**src/rtl/pattern_scan_ctrl.sv**
```systemverilog
// Configurable serial pattern detector sequenced over a bounded scan window.
// Counts matches, records the first match position and pulses done at window end.
module pattern_scan_ctrl #(
  parameter int MAXLEN = 8,
  parameter int LEN_W  = 4,
  parameter int CNT_W  = 8,
  parameter int MCNT_W = 4
) (
  input  logic              clk,
  input  logic              rst,
  input  logic              cfg_we,
  input  logic [MAXLEN-1:0] cfg_pattern,
  input  logic [LEN_W-1:0]  cfg_len,
  input  logic              cfg_overlap,
  input  logic [CNT_W-1:0]  cfg_window,
  input  logic              start,
  input  logic              abort,
  input  logic              din,
  input  logic              din_valid,
  output logic              busy,
  output logic              done,
  output logic              flag,
  output logic [MCNT_W-1:0] match_cnt,
  output logic [CNT_W-1:0]  first_pos,
  output logic              first_vld,
  output logic              cfg_err,
  output logic [1:0]        state_dbg
);

  typedef enum logic [1:0] {IDLE = 2'd0, SCAN = 2'd1, DONE = 2'd2} state_t;

  localparam logic [MAXLEN-1:0] PAT_RST = MAXLEN'(8'h55);
  localparam logic [LEN_W-1:0]  LEN_MAX = LEN_W'(MAXLEN);

  state_t              state;
  logic [MAXLEN-1:0]   cfg_pattern_q, act_pattern;
  logic [LEN_W-1:0]    cfg_len_q, act_len;
  logic                cfg_overlap_q, act_overlap;
  logic [CNT_W-1:0]    cfg_window_q, act_window;
  logic [MAXLEN-1:0]   hist;
  logic [LEN_W-1:0]    fill;
  logic [CNT_W-1:0]    bit_idx;

  logic [MAXLEN-1:0]   hist_nxt, len_mask;
  logic [LEN_W-1:0]    fill_nxt;
  logic                hit, cfg_ok, last_bit;

  always_comb begin
    hist_nxt = {hist[MAXLEN-2:0], din};
    fill_nxt = (fill >= LEN_MAX) ? LEN_MAX : fill + 1'b1;
    len_mask = ~({MAXLEN{1'b1}} << act_len);
    hit      = (fill_nxt >= act_len) && ((hist_nxt & len_mask) == (act_pattern & len_mask));
    cfg_ok   = (cfg_len_q != '0) && (cfg_len_q <= LEN_MAX) && (cfg_window_q != '0);
    last_bit = (bit_idx == act_window - 1'b1);
  end

  assign state_dbg = state;

  always_ff @(posedge clk) begin
    if (rst) begin
      state         <= IDLE;
      cfg_pattern_q <= PAT_RST;
      cfg_len_q     <= LEN_MAX;
      cfg_overlap_q <= 1'b1;
      cfg_window_q  <= '1;
      act_pattern   <= PAT_RST;
      act_len       <= LEN_MAX;
      act_overlap   <= 1'b1;
      act_window    <= '1;
      hist          <= '0;
      fill          <= '0;
      bit_idx       <= '0;
      busy          <= 1'b0;
      done          <= 1'b0;
      flag          <= 1'b0;
      match_cnt     <= '0;
      first_pos     <= '0;
      first_vld     <= 1'b0;
      cfg_err       <= 1'b0;
    end else begin
      flag <= 1'b0;
      done <= 1'b0;
      if (cfg_we && state == IDLE) begin
        cfg_pattern_q <= cfg_pattern;
        cfg_len_q     <= cfg_len;
        cfg_overlap_q <= cfg_overlap;
        cfg_window_q  <= cfg_window;
      end
      case (state)
        IDLE: begin
          if (start) begin
            if (cfg_ok) begin
              // Snapshot the pre-edge config so a same-cycle write cannot alter this scan.
              act_pattern <= cfg_pattern_q;
              act_len     <= cfg_len_q;
              act_overlap <= cfg_overlap_q;
              act_window  <= cfg_window_q;
              hist        <= '0;
              fill        <= '0;
              bit_idx     <= '0;
              match_cnt   <= '0;
              first_pos   <= '0;
              first_vld   <= 1'b0;
              cfg_err     <= 1'b0;
              busy        <= 1'b1;
              state       <= SCAN;
            end else begin
              cfg_err <= 1'b1;
            end
          end
        end
        SCAN: begin
          if (abort) begin
            busy  <= 1'b0;
            state <= IDLE;
          end else if (din_valid) begin
            hist    <= hist_nxt;
            bit_idx <= bit_idx + 1'b1;
            fill    <= (hit && !act_overlap) ? '0 : fill_nxt;
            if (hit) begin
              flag <= 1'b1;
              if (match_cnt != '1) match_cnt <= match_cnt + 1'b1;
              if (!first_vld) begin
                first_pos <= bit_idx;
                first_vld <= 1'b1;
              end
            end
            if (last_bit) begin
              busy  <= 1'b0;
              done  <= 1'b1;
              state <= DONE;
            end
          end
        end
        DONE:    state <= IDLE;
        default: state <= IDLE;
      endcase
    end
  end

endmodule

```
**config.mk**
```make
export PLATFORM = sky130hd
export DESIGN_NAME = pattern_scan_ctrl
export DESIGN_NICKNAME = d
export VERILOG_FILES = /design/src/rtl/pattern_scan_ctrl.sv
export SDC_FILE = /design/constraint.sdc
export NUM_CORES = 1
export LEC_CHECK = 0
export ABC_AREA = 1
export CAP_MARGIN = 20
export CORE_UTILIZATION = 45
export DETAILED_ROUTE_END_ITERATION = 7
export PLACE_DENSITY = 0.74
export SLEW_MARGIN = 20
export SYNTH_ARGS = -nofsm -noshare
export SYNTH_HDL_FRONTEND = slang
export SYNTH_SLANG_ARGS = --single-unit
```
**constraint.sdc**
```tcl
create_clock -name clk -period 4.3 [get_ports clk]
set_clock_uncertainty 0.15 [all_clocks]
set_input_delay 1.29 -clock clk [delete_from_list [all_inputs] [get_ports clk]]
set_output_delay 1.29 -clock clk [all_outputs]
set_load 0.01 [all_outputs]
```
# Word-level counts from Yosys, hierarchy flattened

Index checks and enable logic that the tools add are counted.
Widths: inputs -> output; s select.

Flip-flop bits (word level): 80
Input port bits: 28

Reduce and logical (&&, ||, !) cells: 19
Add/subtract/negate cells: 4
Order comparisons: 3
Equal/unequal tests: 13
Bitwise gates (word level): 5
Shifts and indexed selects: 1
Multiplexer cells: 46

Operators by type and width:

| operator            | number |
|---|---|
| $mux 8              | 8 |
| $mux 4              | 10 |
| $pmux 8 s2          | 2 |
| $and 8x8->8         | 2 |
| $eq 8x8->1          | 2 |
| $pmux 4 s2          | 2 |
| $mux 7              | 2 |
| $ne 2x2->1 const B  | 7 |
| $pmux 7 s2          | 1 |
| $reduce_and 7->1    | 2 |
| $mux 1              | 13 |
| $mux 2              | 5 |
| $reduce_and 5->1    | 2 |
| $add 4x1->4 const B | 2 |
| $add 8x1->8 const B | 1 |
| $not 8->8           | 1 |
| $reduce_bool 8->1   | 1 |
| $shl 8x4->8 const A | 1 |
| $sub 8x1->8 const B | 1 |
| $ne 3x3->1 const B  | 2 |
| $reduce_and 6->1    | 1 |
| $logic_and 1x1->1   | 5 |
| $ge 4x4->1          | 1 |
| $ge 4x4->1 const B  | 1 |
| other kinds (14)    | 16 |

# Longest topological paths before layout

Gate-level depths: netlist (run 1).

Depth in word-level cells: 10
Depth in mapped cells: 16
Mapped depth without buffers: 15

# Worst setup path before layout (run 1)

Ideal clock, no wire load.

Path kind: input -> register
Start point: input port din
End point: register match_cnt[2]
Setup time: 0.113 ns
Stages on the path: 9
Arrival: 2.133 ns
Data required time: 4.037 ns
Setup slack: 1.904 ns
Path buffers: 0
Path through: xor2_1 -> o21ai_1 -> nand2_1 -> nor2_1 -> nand3_2 -> nand2_2 -> nand3_2 -> nor2b_1 -> nor2_1

Word-level cells in the longest chain between the ends: 5

RTL lines:

| element                    | RTL line | RTL |
|---|---|---|
| start: declaration         | 18       | `input logic din,` |
| $and 8x8->8                | 52       | `hit = (fill_nxt >= act_len) && ((hist_nxt & len_mask) == (act_pattern & len_mask));` |
| $eq 8x8->1                 | 52       |  |
| $logic_and 1x1->1          | 52       |  |
| $ne 2x2->1 (no line)       | n/a      |  |
| $reduce_and 7->1 (no line) | n/a      |  |
| end signal: assignment     | 122      | `if (match_cnt != '1) match_cnt <= match_cnt + 1'b1;` |
| end: declaration           | 23       | `output logic [MCNT_W-1:0] match_cnt,` |

Every way passes these cells.
A chain may end at the register's enable or synchronous reset.

# Worst setup path in the final report (run 1)

Start point: input port start
End point: register bit_idx[5]

Word-level cells in the longest chain between the ends: 2

RTL lines:

| element                    | RTL line | RTL |
|---|---|---|
| start: declaration         | 16       | `input logic start,` |
| $ne 2x2->1 (no line)       | n/a      |  |
| $reduce_and 5->1 (no line) | n/a      |  |
| end signal: assignment     | 118      | `bit_idx <= bit_idx + 1'b1;` |
| end: declaration           | 42       | `logic [CNT_W-1:0] bit_idx;` |

Every way passes these cells.

==> impl_metrics.csv, run 1 <==
group,metric,value,unit
outcome,status,"complete, no violations",
worst_setup_path,required,4.45,ns
sta,max_slew_margin,0.515,
grt,grt_usage,0.208,
die,coreArea,8180,µm²
yosys,synth_top_area_cell,"dfxtp_1",
die,num_rows,33,
grt,grt_pass1_vias,3275,
grt,grt_start_max_net_pins,33,
yosys,synth-adder-area-share,0.0296,
worst_setup_path,cpMostUsedCell,"nand2_1",
clocking,path_clk_slew,0.09,ns
clocking,cts_tree,"built",
yosys,synth_compound_area_frac,0.107,
flow_run,max-cap-violations,0,
route,dr_total_vias,3487,
yosys,syn_nets,568,
grt,global_route.overflow_total,0,
clocking,cts_buffer_depth,2,
clocking,h-tree-depth,3,
clocking,root_buffer,"clkbuf_8",
route,drt_first_iter_violations,192,
power,power_density,392,nW/µm²
cells_and_area,layout-drive-gt1-share,0.0647,
grt,grt_first_pass_wirelength,14.6,mm
sta,finalCritPeriodShare,0.756,
yosys,synthArstFlopShare,0,
die,die_width,93.9,µm
cells_and_area,n_fill_cell,815,
worst_setup_path,cp_max_fo,32,
die,dieArea,8820,µm²
worst_setup_path,arrival,3.40,ns
yosys,synthTopCellsByArea,"dfxtp_1, nand2_1, nor2_1",
cells_and_area,n_antenna_cell,0,
yosys,yosysMostFrequentCell,"nand2_1",
yosys,yosys.area_share.simple,0.329,
yosys,synth_xor_area_frac,0.0277,
hold_path,hold_path.class,"register to register",
route,ant_nets,0,
route,drc,0,
worst_setup_path,crit_slowest_cell,"clkdlybuf4s50_1",
sta,period_minus_slack,3.25,ns
clocking,clock_sinks,80,
worst_setup_path,path_class,"primary input to register",
sta,whs,0.315,ns
placement,dpl.hpwl,6.10,mm
yosys,synth_cells,531,
worst_setup_path,crit_chain,"clkdlybuf4s50_1 -> inv_1 -> nor3_2 -> nand3_2 -> nand2_4 -> nand2_1 -> nor2_1 -> nand2_1 -> nand2_1 -> inv_1 -> nor2_1",
sta,setup-violations-final,0,
sta,finalSetupTns,0,ns
route,wl_per_cell,12.5,µm
cells_and_area,finalNetCount,604,
route,wl,8.46,mm
cells_and_area,area_growth,17.3,%
sta,fmax,308,MHz
yosys,synth-edff-count,0,
worst_setup_path,start_kind,"primary input",
yosys,ys_seq_elements,80,
yosys,synthMuxAreaShare,0,
yosys,synth_top_family_by_area,"simple AND/OR/NAND/NOR gates",
clocking,cts_setup_buffers,0,
die,initial_utilization,0.465,
clocking,cts_resized,0,
yosys,synth.top_cell.area_share,0.421,
yosys,yosys_warnings,0,
worst_setup_path,max_stage_delay,0.50,ns
sta,slew_viol_final,0,
power,peakVddDrop,0.233,mV
sta,final_hold_viol_count,0,
grt,antenna_found_initial,0,
sta,rsz0062_at_grt,"false",
clocking,cts_buffers,9,
placement,io_buffers,46,
power,power,0.00175,W
die,io_pins,47,
cells_and_area,post-route-util,0.545,
worst_setup_path,cp_top_family,"simple AND/OR/NAND/NOR gates",
yosys,ys_types,33,
power,p_leak,1.88,nW
yosys,synth-seq-area-share,0.421,
route,viasPerCell,5.15,
route,drt_first_pass_iters,5,
yosys,synth_common_cells,"nand2_1, dfxtp_1, nor2_1, a21oi_1, nand3_1",
sta,worst_slew_pin_slew,0.723,ns
worst_setup_path,worst-path-buf-inv,3,
yosys,synthFlopType,"dfxtp_1",
worst_setup_path,cp-end-kind,"register",
die,die_h,93.9,µm
yosys,avgSynthCellArea,7.16,µm²
placement,gp_congestion,0.845,
clocking,insertion_delay,0.35,ns
yosys,syn_area,3800,µm²
clocking,cts_hold_buf,0,
## per-layer routing
metal / vias to the layer above / GRT usage / share of wire
met5: - / 0 / 0
met4: 0 / 0.0731 / 0.020
met3: 17 / 0.0332 / 0.052
met2: 111 / 0.338 / 0.46
met1: 1557 / 0.279 / 0.47
li1: 1802 / - / -
## layout make-up
| class | instances | area [µm²] | area share |
|---|---|---|---|
| multi-input combinational | 383 | 1870 | 0.420 |
| inverter | 44 | 168 | 0.0376 |
| timing repair buffer | 49 | 483 | 0.108 |
| sequential | 80 | 1600 | 0.359 |
| clock inverter | 7 | 77.6 | 0.0174 |
| clock buffer | 9 | 124 | 0.0278 |
| tap | 105 | 131 | 0.0295 |
## stage by stage
stage | worst slack [ns] | instance area, µm² | instances
after floorplan | 1.90 | 3800 | 531
after global placement | 0.837 | 4260 | 661
after detailed placement | 0.713 | 4260 | 661
after CTS | 1.08 | 4460 | 677
after global routing | 0.874 | 4460 | 677
final | 1.05 | 4460 | 677
## sequential cells by signal (all words and copies together), names as in the netlist, 2 cells and up
| signal | cells |
|---|---|
| act_pattern | 8 |
| act_window | 8 |
| bit_idx | 8 |
| cfg_pattern_q | 8 |
| cfg_window_q | 8 |
| first_pos | 8 |
| hist | 7 |
| act_len | 4 |
| cfg_len_q | 4 |
| fill | 4 |
| match_cnt | 4 |
| state_dbg | 2 |
## path summary, 6_finish.rpt
path / start / to / slack (ns) / cells after the start
setup / recovery: start / bit_idx[5] / 1.05 / 11
hold / removal: first_pos[4] / first_pos[4] / 0.31 / 2
hold reg to reg: first_pos[4] / first_pos[4] / 0.31 / 2
setup reg to reg: fill[0] / first_pos[5] / 1.92 / 14
## logic make-up after synthesis
group,Yosys count
buf+inv,68
fa+ha+maj,9
flops,80
xor+xnor,12
compound gates,79
simple gates,283
## report_power, final
part,leakage (nW),switching (W),internal (W)
logic,1.13,0.000204,0.000126
registers,0.655,0.0000538,0.000802
clock network,0.100,0.000290,0.000273
total,1.88,0.000548,0.00120
## cells in the final DEF, fill, tap and decap left out, drive strengths merged
| master | n |
|---|---|
| clkdlybuf4s50 | 46 |
| nand3 | 46 |
| o211ai | 3 |
| nor4 | 6 |
| nor2 | 63 |
| nor3 | 7 |
| nand4 | 17 |
| clkbuf | 9 |
| xor2 | 7 |
| clkinvlp | 1 |
| a21oi | 46 |
| ha | 9 |
| nand2 | 143 |
| nor2b | 1 |
| inv | 45 |
| bufinv | 1 |
| dfxtp | 80 |
| clkinv | 4 |
| xnor2 | 5 |
| a31o | 1 |
| buf | 3 |
| o21ai | 29 |
## worst register-to-register path, cell delays in order (launching register included)
cell and delay (ns):
dfxtp_1 0.42, inv_1 0.07, ha_1 0.27, inv_1 0.03, nor2_1 0.15, ha_1 0.27
inv_1 0.06, nor2_1 0.03, o211ai_1 0.15, nand3_1 0.11, nand3_2 0.12, nand2_2 0.13
nand3_4 0.16, nand2_1 0.07, a21oi_1 0.13
Note: power is estimated with default switching activity, not from simulation.
==> inputs of run 2 (changes only) <==
==> constraint.sdc (replaced) <==
create_clock -name clk -period 3.1 [get_ports clk]
set_clock_uncertainty 0.15 [all_clocks]
set_input_delay 0.93 -clock clk [delete_from_list [all_inputs] [get_ports clk]]
set_output_delay 0.93 -clock clk [all_outputs]
set_load 0.01 [all_outputs]
==> run 2 against run 1 <==
Effect of this change:
- setup slack worse by 0.51 ns
- cell count increased by 0.74%
- worst hold slack got worse by 0.00056 ns
- sequential share of layout area is 0.49 points lower
- first-iteration DRC count is 0.52% lower
- power increased by 43%
- sequential cell count did not move
- sequential power rose by 39%
- global-route usage decreased by 0.44 points
- via count is 0.14% higher
- critical path type is now register to output port
==> impl_metrics.csv, run 2 (synthesis results as in run 1) <==
group,metric,value,unit
outcome,status,"complete, no violations",
clocking,cts_resized,0,
grt,global_route.overflow_total,0,
worst_setup_path,start_kind,"register",
worst_setup_path,cp-end-kind,"output port",
placement,placed_area,4290,µm²
sta,worst_slew_pin_slew,0.599,ns
power,peakVddDrop,0.266,mV
cells_and_area,mostFrequentLayoutCells,"nand2_1, dfxtp_1, nor2_1",
clocking,cts_setup_buffers,0,
cells_and_area,stdcell_area,4520,µm²
route,drt_first_iter_violations,191,
clocking,path_clk_slew,0.08,ns
route,wl_per_cell,12.2,µm
worst_setup_path,cp_max_fo,11,
route,viasPerCell,5.12,
sta,finalSetupTns,0,ns
power,clkPwrFrac,0.341,
clocking,root_buffer,"clkbuf_8",
sta,rsz0062_at_grt,"false",
route,wl,8.32,mm
power,power,0.00250,W
cells_and_area,fin_cells,682,
grt,grtUsageMet2,0.326,
clocking,h-tree-depth,3,
clocking,cts_buffers,9,
grt,top_usage_layer,"met2",
cells_and_area,finalNetCount,609,
grt,antenna_found_initial,0,
power,power_density,554,nW/µm²
worst_setup_path,cp_top_family,"buffers and inverters",
power,p_comb_frac,0.185,
route,ant_nets,0,
cells_and_area,n_antenna_cell,0,
die,die_h,93.9,µm
grt,grt_usage,0.204,
grt,grt_start_max_net_pins,33,
worst_setup_path,crit_slowest_cell,"clkdlybuf4s50_1",
flow_run,max-cap-violations,0,
power,p_leak,1.91,nW
grt,grt_first_pass_wirelength,14.2,mm
clocking,cts_hold_buf,0,
die,die_width,93.9,µm
sta,fmax,391,MHz
power,switching_power,0.000748,W
cells_and_area,final_common_cell,"nand2_1",
worst_setup_path,path_class,"register to output port",
clocking,insertion_delay,0.36,ns
worst_setup_path,max_stage_delay,0.60,ns
sta,slew_viol_final,0,
hold_path,hold_path.class,"register to register",
power,seqPwrFrac,0.473,
sta,final_hold_viol_count,0,
power,p_sw_frac,0.299,
cells_and_area,layout-drive-gt1-share,0.0728,
placement,gp_congestion,0.839,
die,dieArea,8820,µm²
worst_setup_path,worst-path-buf-inv,1,
worst_setup_path,arrival,1.48,ns
sta,max_slew_margin,0.600,
grt,grt_util_met1,0.272,
die,io_pins,47,
power,internal_power,0.00176,W
placement,dp_cells,666,
sta,finalCritPeriodShare,0.826,
cells_and_area,area_growth,18.9,%
route,dr_total_vias,3492,
placement,io_buffers,46,
sta,whs,0.314,ns
sta,setup-violations-final,0,
die,initial_utilization,0.465,
die,num_rows,33,
worst_setup_path,required,2.02,ns
grt,grt_use_met3,0.0267,
route,drt_first_pass_iters,4,
placement,dpl.hpwl,6.15,mm
route,drc,0,
clocking,cts_tree,"built",
sta,period_minus_slack,2.56,ns
die,coreArea,8180,µm²
clocking,cts_buffer_depth,2,
worst_setup_path,crit_chain,"clkdlybuf4s50_1",
clocking,clock_sinks,80,
grt,grt_pass1_vias,3191,
==> run 2: changes by cell type in the layout (fill, tap and decap cells not counted), sizes merged <==
cell / change
clkinv: -2
clkinvlp: +1
buf: +5
bufinv: +1
==> run 2: path summary, 6_finish.rpt <==
kind	startpoint	endpoint	slack, ns	depth (start not counted)
worst max-delay path	first_vld	first_vld	0.54	1
worst min-delay path	first_pos[4]	first_pos[4]	0.31	2
worst max register to register	fill[0]	fill[1]	0.71	14
worst min register to register	first_pos[4]	first_pos[4]	0.31	2
==> run 2: power groups by stage <==
stage          logic [W]  clock network (W)  registers (W)
2_1_floorplan   0.000368                  0        0.00119
3_3_place_gp    0.000451                  0        0.00121
3_5_place_dp    0.000462                  0        0.00121
4_1_cts         0.000465           0.000874        0.00118
5_1_grt         0.000528           0.000919        0.00120
6_report        0.000464           0.000855        0.00119
==> run 2: metrics by stage <==
stage	setup slack, ns	utilization
2_1_floorplan	1.02	-
3_5_place_dp	0.282	0.525
6_report	0.540	0.553
3_3_place_gp	0.347	0.525
4_1_cts	0.511	0.553
5_1_grt	0.445	0.553
==> run 2: final cells by class <==
cell class	count	area [µm²]
clock buffers	9	124
clock inverters	7	101
fillers	774	3660
inverters	44	168
multi-input cells	383	1870
flip-flops and latches	80	1600
well taps	105	131
repair buffers	54	520
==> run 2: layer usage <==
metal	wire, µm	part of all wire
met5	0	0
met4	192	0.023
met3	332	0.040
met2	3680	0.44
met1	4120	0.50
==> inputs of run 3 (changes only) <==
--- a/config.mk
+++ b/config.mk
@@ -9,7 +9,7 @@
 export CAP_MARGIN = 20
 export CORE_UTILIZATION = 45
 export DETAILED_ROUTE_END_ITERATION = 7
-export PLACE_DENSITY = 0.74
+export PLACE_DENSITY = 0.76
 export SLEW_MARGIN = 20
 export SYNTH_ARGS = -nofsm -noshare
 export SYNTH_HDL_FRONTEND = slang
==> constraint.sdc (replaced) <==
create_clock -name clk -period 2.2 [get_ports clk]
set_clock_uncertainty 0.15 [all_clocks]
set_input_delay 0.66 -clock clk [delete_from_list [all_inputs] [get_ports clk]]
set_output_delay 0.66 -clock clk [all_outputs]
set_load 0.01 [all_outputs]
==> run 3 against run 2 <==
Effect of this change:
- via count increased by 3.9%
- largest cell class unchanged
- worst hold slack worse by 0.0095 ns
- sequential cell count is the same
==> impl_metrics.csv, run 3 (synthesis results as in run 1) <==
group,metric,value,unit
power,switching_power,0.00114,W
clocking,root_buffer,"clkbuf_8",
die,num_rows,33,
worst_setup_path,crit_slowest_cell,"dfxtp_2",
worst_setup_path,worst-path-buf-inv,1,
die,die_h,93.9,µm
route,drc,0,
power,p_comb_frac,0.201,
clocking,h-tree-depth,3,
placement,place_ws,-0.182,ns
worst_setup_path,reg2regPathDepth,12,
sta,final_hold_viol_count,0,
clocking,insertion_delay,0.36,ns
die,initial_utilization,0.465,
worst_setup_path,path_class,"register to register",
sta,worst_slew_pin_slew,0.449,ns
cells_and_area,final_common_cell,"nand2_1",
placement,gp_congestion,0.876,
cells_and_area,area_growth,27.8,%
grt,global_route.overflow_total,0,
hold_path,hp-start,"first_pos[4]",
grt,grt_start_max_net_pins,27,
sta,setup-violations-final,0,
sta,finalSetupTns,0,ns
cells_and_area,n_fill_cell,725,
sta,rsz0062_at_grt,"true",
flow_run,max-cap-violations,0,
worst_setup_path,timing.rr.start,"fill[1]",
worst_setup_path,start_kind,"register",
die,io_pins,47,
hold_path,hold_path.class,"register to register",
worst_setup_path,max_stage_delay,0.33,ns
cells_and_area,finalNetCount,631,
placement,io_buffers,46,
cells_and_area,fin_cells,704,
route,ant_nets,0,
hold_path,whs_path_depth,2,
cells_and_area,n_antenna_cell,0,
worst_setup_path,cp-end-kind,"register",
sta,period_minus_slack,2.20,ns
grt,antenna_found_initial,0,
clocking,clock_sinks,80,
worst_setup_path,arrival,2.29,ns
worst_setup_path,ff2ff_setup_slack,0.002,ns
sta,slew_viol_final,0,
worst_setup_path,required,2.29,ns
sta,whs,0.305,ns
sta,worst_slack,0.00214,ns
outcome,status,"complete, no violations",
cells_and_area,layout-drive-gt1-share,0.155,
sta,fmax,455,MHz
power,internal_power,0.00255,W
route,wl,8.90,mm
grt,grt_usage,0.213,
sta,max_slew_margin,0.699,
power,power_density,759,nW/µm²
cells_and_area,post-route-util,0.594,
route,viasPerCell,5.15,
grt,grt_pass1_vias,3261,
power,seqPwrFrac,0.454,
power,peakVddDrop,0.390,mV
power,p_leak,2.08,nW
worst_setup_path,cp_max_fo,8,
route,drt_first_pass_iters,4,
clocking,path_clk_slew,0.09,ns
sta,finalCritPeriodShare,0.999,
worst_setup_path,crit_chain,"buf_4 -> ha_4 -> xnor2_2 -> nor2_2 -> ha_1 -> nand4_1 -> nand3_2 -> nand3_4 -> nand2_8 -> nand3_4 -> nand2_1 -> a21oi_1",
placement,dpl.hpwl,6.29,mm
grt,grt_first_pass_wirelength,14.8,mm
hold_path,hold_end,"first_pos[4]",
route,dr_total_vias,3629,
worst_setup_path,cpMostUsedCell,"nand3_4",
clocking,cts_tree,"built",
cells_and_area,mostFrequentLayoutCells,"nand2_1, dfxtp_1, nor2_1",
power,p_sw_frac,0.309,
worst_setup_path,r2r_end,"first_pos[7]",
clocking,cts_buffer_depth,2,
worst_setup_path,cp_top_family,"simple AND/OR/NAND/NOR gates",
route,wl_per_cell,12.6,µm
power,clkPwrFrac,0.345,
clocking,cts_buffers,9,
route,drt_first_iter_violations,197,
die,dieArea,8820,µm²
placement,dp_cells,679,
die,die_width,93.9,µm
die,coreArea,8180,µm²
## run 3: cell type report
class | count | area (µm²) | share of cell area
multi-input cells | 383 | 2000 | 0.413
flip-flops and latches | 80 | 1610 | 0.331
clock buffers | 9 | 124 | 0.0255
inverters | 44 | 173 | 0.0356
repair buffers | 76 | 704 | 0.145
well taps | 105 | 131 | 0.0271
clock inverters | 7 | 109 | 0.0224
## run 3: worst max-delay path by stage
stage             from           end  slack (ns)  depth (start not counted)
2_1_floorplan  fill[0]  match_cnt[0]        0.12                         16
3_3_place_gp       din  match_cnt[2]       -0.13                         10
3_5_place_dp       din       fill[3]       -0.18                         10
4_1_cts        fill[0]  match_cnt[1]       0.003                         14
5_1_grt        fill[0]  first_pos[7]       -0.12                         14
6_report       fill[1]  first_pos[7]       0.002                         12
## run 3: power by group through the flow
stage	clock, W	combinational, W	sequential (W)
floorplan	0	0.000518	0.00168
global placement	0	0.000675	0.00170
detailed placement	0	0.000691	0.00170
CTS	0.00129	0.000715	0.00167
global route	0.00136	0.000836	0.00169
finish	0.00127	0.000740	0.00167
## run 3: worst register-to-register path: stages (launching register included)
cell	delay (ns)
dfxtp_2	0.33
buf_4	0.14
ha_4	0.16
xnor2_2	0.14
nor2_2	0.06
ha_1	0.31
nand4_1	0.13
nand3_2	0.12
nand3_4	0.14
nand2_8	0.13
nand3_4	0.12
nand2_1	0.09
a21oi_1	0.06
## run 3: what timing repair did
action                                  CTS  global route
resized for setup                        15            25
setup buffers                             9             0
endpoints found under the setup margin   17            23
pin swaps                                11            18
hold buffers                              0             0
## run 3: layer usage
| metal | vias to the layer above | track usage | routed length, µm |
|---|---|---|---|
| met2 | 110 | 0.342 | 4120 |
| li1 | 1862 | - | - |
| met1 | 1643 | 0.279 | 4160 |
| met4 | 0 | 0.0718 | 156 |
| met3 | 14 | 0.0485 | 459 |
| met5 | - | 0 | 0 |
## run 3: through the flow
stage          total power [W]  cell area (µm²)
3_3_place_gp           0.00237             4400
2_1_floorplan          0.00220             3800
3_5_place_dp           0.00239             4400
6_report               0.00368             4850
5_1_grt                0.00389             4850
4_1_cts                0.00367             4750
